<file path="config.mk">
export PLATFORM = sky130hd
export DESIGN_NAME = guard_cond_gen
export DESIGN_NICKNAME = d
export VERILOG_FILES = /design/src/rtl/guard_cond_gen.sv
export SDC_FILE = /design/constraint.sdc
export NUM_CORES = 1
export LEC_CHECK = 0
export BUFFER_PORTS_ARGS = -buffer_cell sky130_fd_sc_hd__buf_2
export CAP_MARGIN = 0
export CORE_ASPECT_RATIO = 0.8
export CORE_UTILIZATION = 56
export CTS_CLUSTER_DIAMETER = 50
export DETAILED_ROUTE_END_ITERATION = 10
export PLACE_DENSITY_LB_ADDON = 0.3
export SLEW_MARGIN = 10
export SYNTH_ARGS = -nofsm -noshare
export SYNTH_HDL_FRONTEND = slang
export SYNTH_SLANG_ARGS = --single-unit
</file>
<file path="constraint.sdc">
create_clock -name clk -period 7.1 [get_ports clk]
set_input_delay 1.42 -clock clk [delete_from_list [all_inputs] [get_ports clk]]
set_output_delay 1.42 -clock clk [all_outputs]
set_load 0.02 [all_outputs]
</file>
<file path="src/rtl/guard_cond_gen.sv">
// Evaluates a masked match predicate on each packet's head beat and emits one pass/drop token per
// packet next to the skid-buffered data stream. Optional statistics: define GUARD_COND_GEN_STATS_EN.
module guard_cond_gen #(
  parameter int DATA_WIDTH   = 64,
  parameter int KEEP_WIDTH   = DATA_WIDTH / 8,
  parameter int IF_STREAM    = 1,
  parameter int FIELD_OFFSET = 0,
  parameter int FIELD_WIDTH  = 16,
  parameter int COND_DEPTH   = 4
) (
  input  logic                   clk,
  input  logic                   rst_n,
  input  logic [DATA_WIDTH-1:0]  s_axis_tdata,
  input  logic [KEEP_WIDTH-1:0]  s_axis_tkeep,
  input  logic                   s_axis_tlast,
  input  logic                   s_axis_tvalid,
  output logic                   s_axis_tready,
  input  logic [FIELD_WIDTH-1:0] cfg_value,
  input  logic [FIELD_WIDTH-1:0] cfg_mask,
  input  logic                   cfg_invert,
  output logic [DATA_WIDTH-1:0]  m_axis_tdata,
  output logic [KEEP_WIDTH-1:0]  m_axis_tkeep,
  output logic                   m_axis_tlast,
  output logic                   m_axis_tvalid,
  input  logic                   m_axis_tready,
  output logic                   m_cond_tdata,
  output logic                   m_cond_tvalid,
  input  logic                   m_cond_tready,
  output logic [31:0]            stat_pkt_count,
  output logic [31:0]            stat_pass_count,
  output logic                   dbg_state_o
);

  localparam int PTR_W  = $clog2(COND_DEPTH);
  localparam int CNT_W  = PTR_W + 1;
  localparam int BEAT_W = DATA_WIDTH + KEEP_WIDTH + 1;

  typedef enum logic {
    ST_HEAD = 1'b0,
    ST_BODY = 1'b1
  } state_e;

  state_e state_q, state_d;

  logic              rdy_en_q;
  logic [BEAT_W-1:0] out_q, out_d, skid_q, skid_d, in_beat;
  logic              out_vld_q, out_vld_d, skid_vld_q, skid_vld_d;
  logic              skid_head_q, skid_head_d;

  logic [COND_DEPTH-1:0] cmem_q, cmem_d;
  logic [PTR_W-1:0]      wr_ptr_q, wr_ptr_d, rd_ptr_q, rd_ptr_d;
  logic [CNT_W-1:0]      ccnt_q, ccnt_d, rel_q, rel_d;

  logic                   eff_last, s_acc, head_acc, cond, cond_full, c_pop, ld_head;
  logic [KEEP_WIDTH-1:0]  eff_keep;
  logic [FIELD_WIDTH-1:0] field;

  assign eff_last = (IF_STREAM != 0) ? s_axis_tlast : 1'b1;
  assign eff_keep = (IF_STREAM != 0) ? s_axis_tkeep : {KEEP_WIDTH{1'b1}};
  assign in_beat  = {s_axis_tdata, eff_keep, eff_last};

  // Ready is built only from flops so downstream ready never reaches upstream combinationally.
  assign cond_full     = (ccnt_q == CNT_W'(COND_DEPTH));
  assign s_axis_tready = rdy_en_q & ~skid_vld_q & ((state_q == ST_BODY) | ~cond_full);
  assign s_acc         = s_axis_tvalid & s_axis_tready;
  assign head_acc      = s_acc & (state_q == ST_HEAD);

  assign field = s_axis_tdata[FIELD_OFFSET +: FIELD_WIDTH];
  assign cond  = (((field ^ cfg_value) & cfg_mask) == '0) ^ cfg_invert;

  // Valid/ready: a beat or token transfers on a clock edge where both are high; once valid is
  // raised it and its payload hold until that transfer.
  assign m_axis_tdata  = out_q[BEAT_W-1 -: DATA_WIDTH];
  assign m_axis_tkeep  = out_q[KEEP_WIDTH:1];
  assign m_axis_tlast  = out_q[0];
  assign m_axis_tvalid = out_vld_q;

  assign m_cond_tvalid = (rel_q != '0);
  assign m_cond_tdata  = cmem_q[rd_ptr_q];
  assign c_pop         = m_cond_tvalid & m_cond_tready;

  assign dbg_state_o = state_q;

  always_comb begin
    state_d = state_q;
    if (s_acc) begin
      state_d = eff_last ? ST_HEAD : ST_BODY;
    end
  end

  always_comb begin
    out_d       = out_q;
    out_vld_d   = out_vld_q;
    skid_d      = skid_q;
    skid_head_d = skid_head_q;
    skid_vld_d  = skid_vld_q;
    ld_head     = 1'b0;
    if (m_axis_tready || !out_vld_q) begin
      if (skid_vld_q) begin
        out_d      = skid_q;
        out_vld_d  = 1'b1;
        skid_vld_d = 1'b0;
        ld_head    = skid_head_q;
      end else if (s_acc) begin
        out_d     = in_beat;
        out_vld_d = 1'b1;
        ld_head   = head_acc;
      end else begin
        out_vld_d = 1'b0;
      end
    end else if (s_acc) begin
      skid_d      = in_beat;
      skid_head_d = head_acc;
      skid_vld_d  = 1'b1;
    end
  end

  // rel counts tokens whose head beat has reached the output register; only those are offered.
  always_comb begin
    cmem_d   = cmem_q;
    wr_ptr_d = wr_ptr_q;
    rd_ptr_d = rd_ptr_q;
    if (head_acc) begin
      cmem_d[wr_ptr_q] = cond;
      wr_ptr_d         = wr_ptr_q + PTR_W'(1);
    end
    if (c_pop) begin
      rd_ptr_d = rd_ptr_q + PTR_W'(1);
    end
    ccnt_d = ccnt_q + CNT_W'(head_acc) - CNT_W'(c_pop);
    rel_d  = rel_q + CNT_W'(ld_head) - CNT_W'(c_pop);
  end

  always_ff @(posedge clk or negedge rst_n) begin
    if (!rst_n) begin
      state_q     <= ST_HEAD;
      rdy_en_q    <= 1'b0;
      out_q       <= '0;
      out_vld_q   <= 1'b0;
      skid_q      <= '0;
      skid_head_q <= 1'b0;
      skid_vld_q  <= 1'b0;
      cmem_q      <= '0;
      wr_ptr_q    <= '0;
      rd_ptr_q    <= '0;
      ccnt_q      <= '0;
      rel_q       <= '0;
    end else begin
      state_q     <= state_d;
      rdy_en_q    <= 1'b1;
      out_q       <= out_d;
      out_vld_q   <= out_vld_d;
      skid_q      <= skid_d;
      skid_head_q <= skid_head_d;
      skid_vld_q  <= skid_vld_d;
      cmem_q      <= cmem_d;
      wr_ptr_q    <= wr_ptr_d;
      rd_ptr_q    <= rd_ptr_d;
      ccnt_q      <= ccnt_d;
      rel_q       <= rel_d;
    end
  end

`ifdef GUARD_COND_GEN_STATS_EN
  logic [31:0] pkt_cnt_q, pkt_cnt_d, pass_cnt_q, pass_cnt_d;

  always_comb begin
    pkt_cnt_d  = pkt_cnt_q;
    pass_cnt_d = pass_cnt_q;
    if (head_acc && (pkt_cnt_q != 32'hFFFF_FFFF)) begin
      pkt_cnt_d = pkt_cnt_q + 32'd1;
    end
    if (head_acc && cond && (pass_cnt_q != 32'hFFFF_FFFF)) begin
      pass_cnt_d = pass_cnt_q + 32'd1;
    end
  end

  always_ff @(posedge clk or negedge rst_n) begin
    if (!rst_n) begin
      pkt_cnt_q  <= 32'd0;
      pass_cnt_q <= 32'd0;
    end else begin
      pkt_cnt_q  <= pkt_cnt_d;
      pass_cnt_q <= pass_cnt_d;
    end
  end

  assign stat_pkt_count  = pkt_cnt_q;
  assign stat_pass_count = pass_cnt_q;
`else
  assign stat_pkt_count  = 32'd0;
  assign stat_pass_count = 32'd0;
`endif

endmodule

</file>
Word level (Yosys, flattened, before mapping) --
Index checks and enable logic that the tools add are counted.
Word-level totals: input port bits 111, register bits after elaboration 165, output and inout port bits 142
Operators by class: mux-type cells 15, bitwise gates (word level) 13, reduce and logical (&&, ||, !) cells 9, $add $sub $neg 6, equality and inequality tests 1, $lt $le $gt $ge 3
Operators with widths (count):
- $mux W73 | 2
- $and A16 B16 Y16 | 1
- $logic_not A16 Y1 | 1
- $xor A16 B16 Y16 | 1
- $mux W1 | 10
- $add A3 B1 Y3 | 2
- $lt A2 B3 Y1 const B | 2
- $sub A3 B1 Y3 | 2
- $and A1 B1 Y1 | 5
- $add A2 B1 Y2 const B | 2
- $bwmux W4 | 1
- $not A1 Y1 | 4
- $reduce_and A2 Y1 | 2
- $reduce_bool A2 Y1 | 2
- $eq A3 B3 Y1 const B | 1
- $reduce_bool A3 Y1 | 1
- $bmux W1 S2 | 1
- $demux W1 S2 | 1
- $ge A2 B1 Y1 const B | 1
- $logic_and A1 B1 Y1 | 1
- $logic_not A1 Y1 | 1
- $logic_or A1 B1 Y1 | 1
- $or A1 B1 Y1 | 1
- $xor A1 B1 Y1 | 1

Longest topological paths before layout --
depth after elaboration 11, mapped depth 13, gate-level depth less buffers 12

Least setup slack after synthesis --
No wires, ideal clock.
kind input to register, from input s_axis_tvalid, to register rel_q[2], required time 6.977 ns, path buffers 1, arrival 3.312 ns, cell stages on the path 12, path slack 3.665 ns, path through nor3b_4 -> and2_1 -> buf_2 -> inv_1 -> nand2_1 -> nand2_1 -> ha_1 -> inv_1 -> ha_1 -> fa_1 -> xnor2_1 -> xnor2_1
Between the ends: cells in the longest elaborated chain, start to end 7
RTL lines:
- from (decl) | line 16 | input logic s_axis_tvalid,
- $and A1 B1 Y1 * | line 65 | assign s_acc = s_axis_tvalid & s_axis_tready;
- $and A1 B1 Y1 | line 66 | assign head_acc = s_acc & (state_q == ST_HEAD);
- $mux W1 * | line 104 | end else if (s_acc) begin
- $mux W1 * | line 99 | if (skid_vld_q) begin
- $mux W1 * | line 98 | if (m_axis_tready || !out_vld_q) begin
- $add A3 B1 Y3 * | line 131 | rel_d = rel_q + CNT_W'(ld_head) - CNT_W'(c_pop);
- $sub A3 B1 Y3 * | line 131
- via rel_d[2] | line 52 | logic [CNT_W-1:0] ccnt_q, ccnt_d, rel_q, rel_d;
- to (signal assigned) | line 160 | rel_q <= rel_d;
- to (decl) | line 52
The timed path passes the listed nets; every way through them passes the cells marked *. A chain may end at the register's enable or synchronous reset.

Worst setup path after layout --
from register skid_vld_q, to register rel_q[2]
Between the ends: cells in the longest elaborated chain, start to end 10
RTL lines:
- from (decl) | line 47 | logic out_vld_q, out_vld_d, skid_vld_q, skid_vld_d;
- from (signal assigned) | line 155 | skid_vld_q <= skid_vld_d;
- $not A1 Y1 | line 64 | assign s_axis_tready = rdy_en_q & ~skid_vld_q & ((state_q == ST_BODY) | ~cond_full);
- $and A1 B1 Y1 (2 in series) | line 64
- $and A1 B1 Y1 | line 65
- $and A1 B1 Y1 | line 66
- $mux W1 | line 104
- $mux W1 * | line 99
- $mux W1 * | line 98
- $add A3 B1 Y3 * | line 131
- $sub A3 B1 Y3 * | line 131
- via rel_d[2] | line 52
Marked as above.

==> impl_metrics.csv <==
group,metric,value,unit
die,die_y,110,um
sta,timing.final.hold_violations,0,
sta,fin_ws,3.58,ns
clocking,ctsHtreeMaxLevel,4,
status,run_status,"finished clean",
setup_path,path_cells,"nand2b_4, nor3b_4, and2_1, inv_1, nand2_1, nand2_1, ha_1, inv_1, ha_1, fa_1, xnor2_1, xnor2_1",
worst_hold_path,hp-class,"reg2reg",
grt,antenna_found_initial,4,
flow_run,drv_cap,0,
synthesis,synth.top_cells.by_area,"dfrtp_1, mux2_2, mux2_4",
cells_and_area,instances_no_fill,942,
sta,setup-tns-final,0,ns
synthesis,synth-edff-count,0,
routing,drc,0,
setup_path,worst_setup_path_end_kind,"flip-flop",
cells_and_area,design_area,0.00956,mm^2
synthesis,syn_avg_cell_area,14.5,um^2
die,row_count,38,
clocking,post_cts_buffers,0,
die,die_area,0.0150,mm^2
die,die_width,137,um
setup_path,cp_max_fo,76,
placed_design,post_dp_cell_area,0.00894,mm^2
synthesis,synth_cell_types,33,
synthesis,syn-instance-count,561,
placed_design,post-place-ws,3.25,ns
sta,slew_viol_final,0,
sta,slew_headroom,27.2,%
placed_design,port_buffers,188,
grt,grtUsageTotal,22.4,%
clocking,post_cts_resized,0,
grt,grt_pass1_wl,25300,um
sta,skew,0.00826,ns
clocking,cts_tree,"done",
setup_path,critical_path_arrival,3.85,ns
routing,dr.pass1.iters,4,
placed_design,place_congestion,0.796,
clocking,cts_hold_buf,0,
synthesis,synth_compound_area_share,1.60,%
setup_path,crit_type,"reg2reg",
synthesis,synth_mux_area_share,33.0,%
sta,rsz0062_at_grt,"no",
die,initial_core_util,58.6,%
power,cellPowerDensity,408,mW/mm^2
synthesis,ys_top_cells_by_count,"dfrtp_1, mux2_2, buf_4",
synthesis,synth_most_common_cell,"dfrtp_1",
setup_path,crit_required,7.44,ns
clocking,cts-root-buf,"clkbuf_16",
sta,fmax,284,MHz
synthesis,seq_area_frac_synth,50.8,%
synthesis,synth_warnings,0,
synthesis,synthAdderAreaFrac,1.72,%
cells_and_area,fin_util,68.9,%
routing,vias,4824,
routing,wl,15900,um
sta,period_needed,3.52,ns
cells_and_area,final_nets,867,
synthesis,synthFlopType,"dfrtp_1",
die,core_area,0.0139,mm^2
routing,wl_per_cell,16.8,um
die,ioPinCount,253,
clocking,insertion_delay,0.42,ns
synthesis,yosys.area_share.simple,2.17,%
power,ir_drop,0.254,mV
power,p_leak,4.67,nW
clocking,clk_pin_slew_worst_paths,0.06,ns
setup_path,crit_path_start_kind,"flip-flop",
synthesis,synthArstFlopShare,100,%
sta,fin_crit_sh,49.5,%
sta,worst_pin_slew,1.09,ns
synthesis,synth-seq-cells,165,
power,power,3.90,mW
grt,grt_pass1_vias,5039,
sta,setup_viol,0,
grt,overflow,0,
placed_design,placed_cells,907,
grt,grt_max_degree,87,
synthesis,synth_xor_area_share,2.48,%
placed_design,dpl.hpwl,10800,um
clocking,cts_max_path_buffers,2,
routing,ant_nets,0,
setup_path,rrSetupSlack,3.58,ns
setup_path,crit_slowest_cell,"dfrtp_4",
synthesis,yosysTopAreaCell,"dfrtp_1",
synthesis,synth_top_family_by_area,"multiplexers",
clocking,clock_sinks,165,
synthesis,synth_top_area_share,50.8,%
synthesis,syn_area,0.00813,mm^2
cells_and_area,syn_to_final_growth,17.6,%
sta,holdWs,0.489,ns
cells_and_area,drive_above_1_share,57.7,%
routing,routed_via_density,5.12,
routing,first_iter_violations,174,
setup_path,critPathMaxStageDelay,0.85,ns
clocking,cts_inserted_buffers,17,
[layout by cell type (no fill, tap or decap), drive strengths merged, types with 2 or more instances in the layout]
cell type    n
xnor2        6
clkinvlp     2
xor2        17
diode        3
conb        65
inv         10
a41oi        4
nand2b       2
or3          2
a22oi        8
a21oi        4
clkbuf      19
and2         2
ha           8
dfrtp      165
mux2       219
nand2        8
buf        191
fa           2
o21ai        3
nand4        2
bufinv       3
clkinv       8
nor2         4
[final timing paths]
| check | cells after the start | end | from |
|---|---|---|---|
| worst min register to register | 1 | out_q[72] | out_q[72] |
| worst max-delay path | 12 | rel_q[2] | skid_vld_q |
| worst min-delay path | 1 | out_q[72] | out_q[72] |
| worst max register to register | 12 | rel_q[2] | skid_vld_q |
| max in group asynchronous | 2 | skid_q[20] | rst_n |
| min in group asynchronous | 1 | out_q[10] | rst_n |
[cells by family after synthesis]
logic type                 count (synthesis)
and+or+nand+nor                           23
other                                      2
buffers and inverters                     98
DFF                                      165
xor gates and xnor gates                  23
muxes                                    221
AOI/OAI and AO/OA                         19
adders and majority gates                 10
[where the power goes]
part	total, mW	internal (mW)	switching (mW)
Clock	0.940	0.570	0.370
Sequential	1.64	1.39	0.254
Combinational	1.32	0.668	0.649
Total	3.90	2.63	1.27
[cell type report]
class                   instances  area (um^2)
fillers                      1004         4320
flip-flops and latches        165         4130
multi-input cells             361         3580
repair buffers                191          970
clock buffers                  19          453
well taps                     180          225
clock inverters                13          156
inverters                      10         37.5
diodes                          3         7.51
[metal layers]
metal,wire length (um),track usage [%],up-vias
met4,189,7.06,0
met5,0,0,-
met3,1130,7.70,22
met1,6650,27.3,2438
li1,-,-,2206
met2,7900,37.6,158
[sequential cells by signal (all words and copies together), names as in the netlist, 2 cells and up]
name	count
skid_q	73
rel_q	3
out_q	73
ccnt_q	3
cmem_q	4
wr_ptr_q	2
rd_ptr_q	2
[critical path: cells and delay by family, from the launching register on]
family | cells | cell delay [ns]
and+or+nand+nor | 5 | 1.27
DFF | 1 | 0.85
adders and majority gates | 3 | 0.82
xor gates and xnor gates | 2 | 0.32
buffers and inverters | 2 | 0.17
Note: power is estimated with default switching activity, not from simulation.
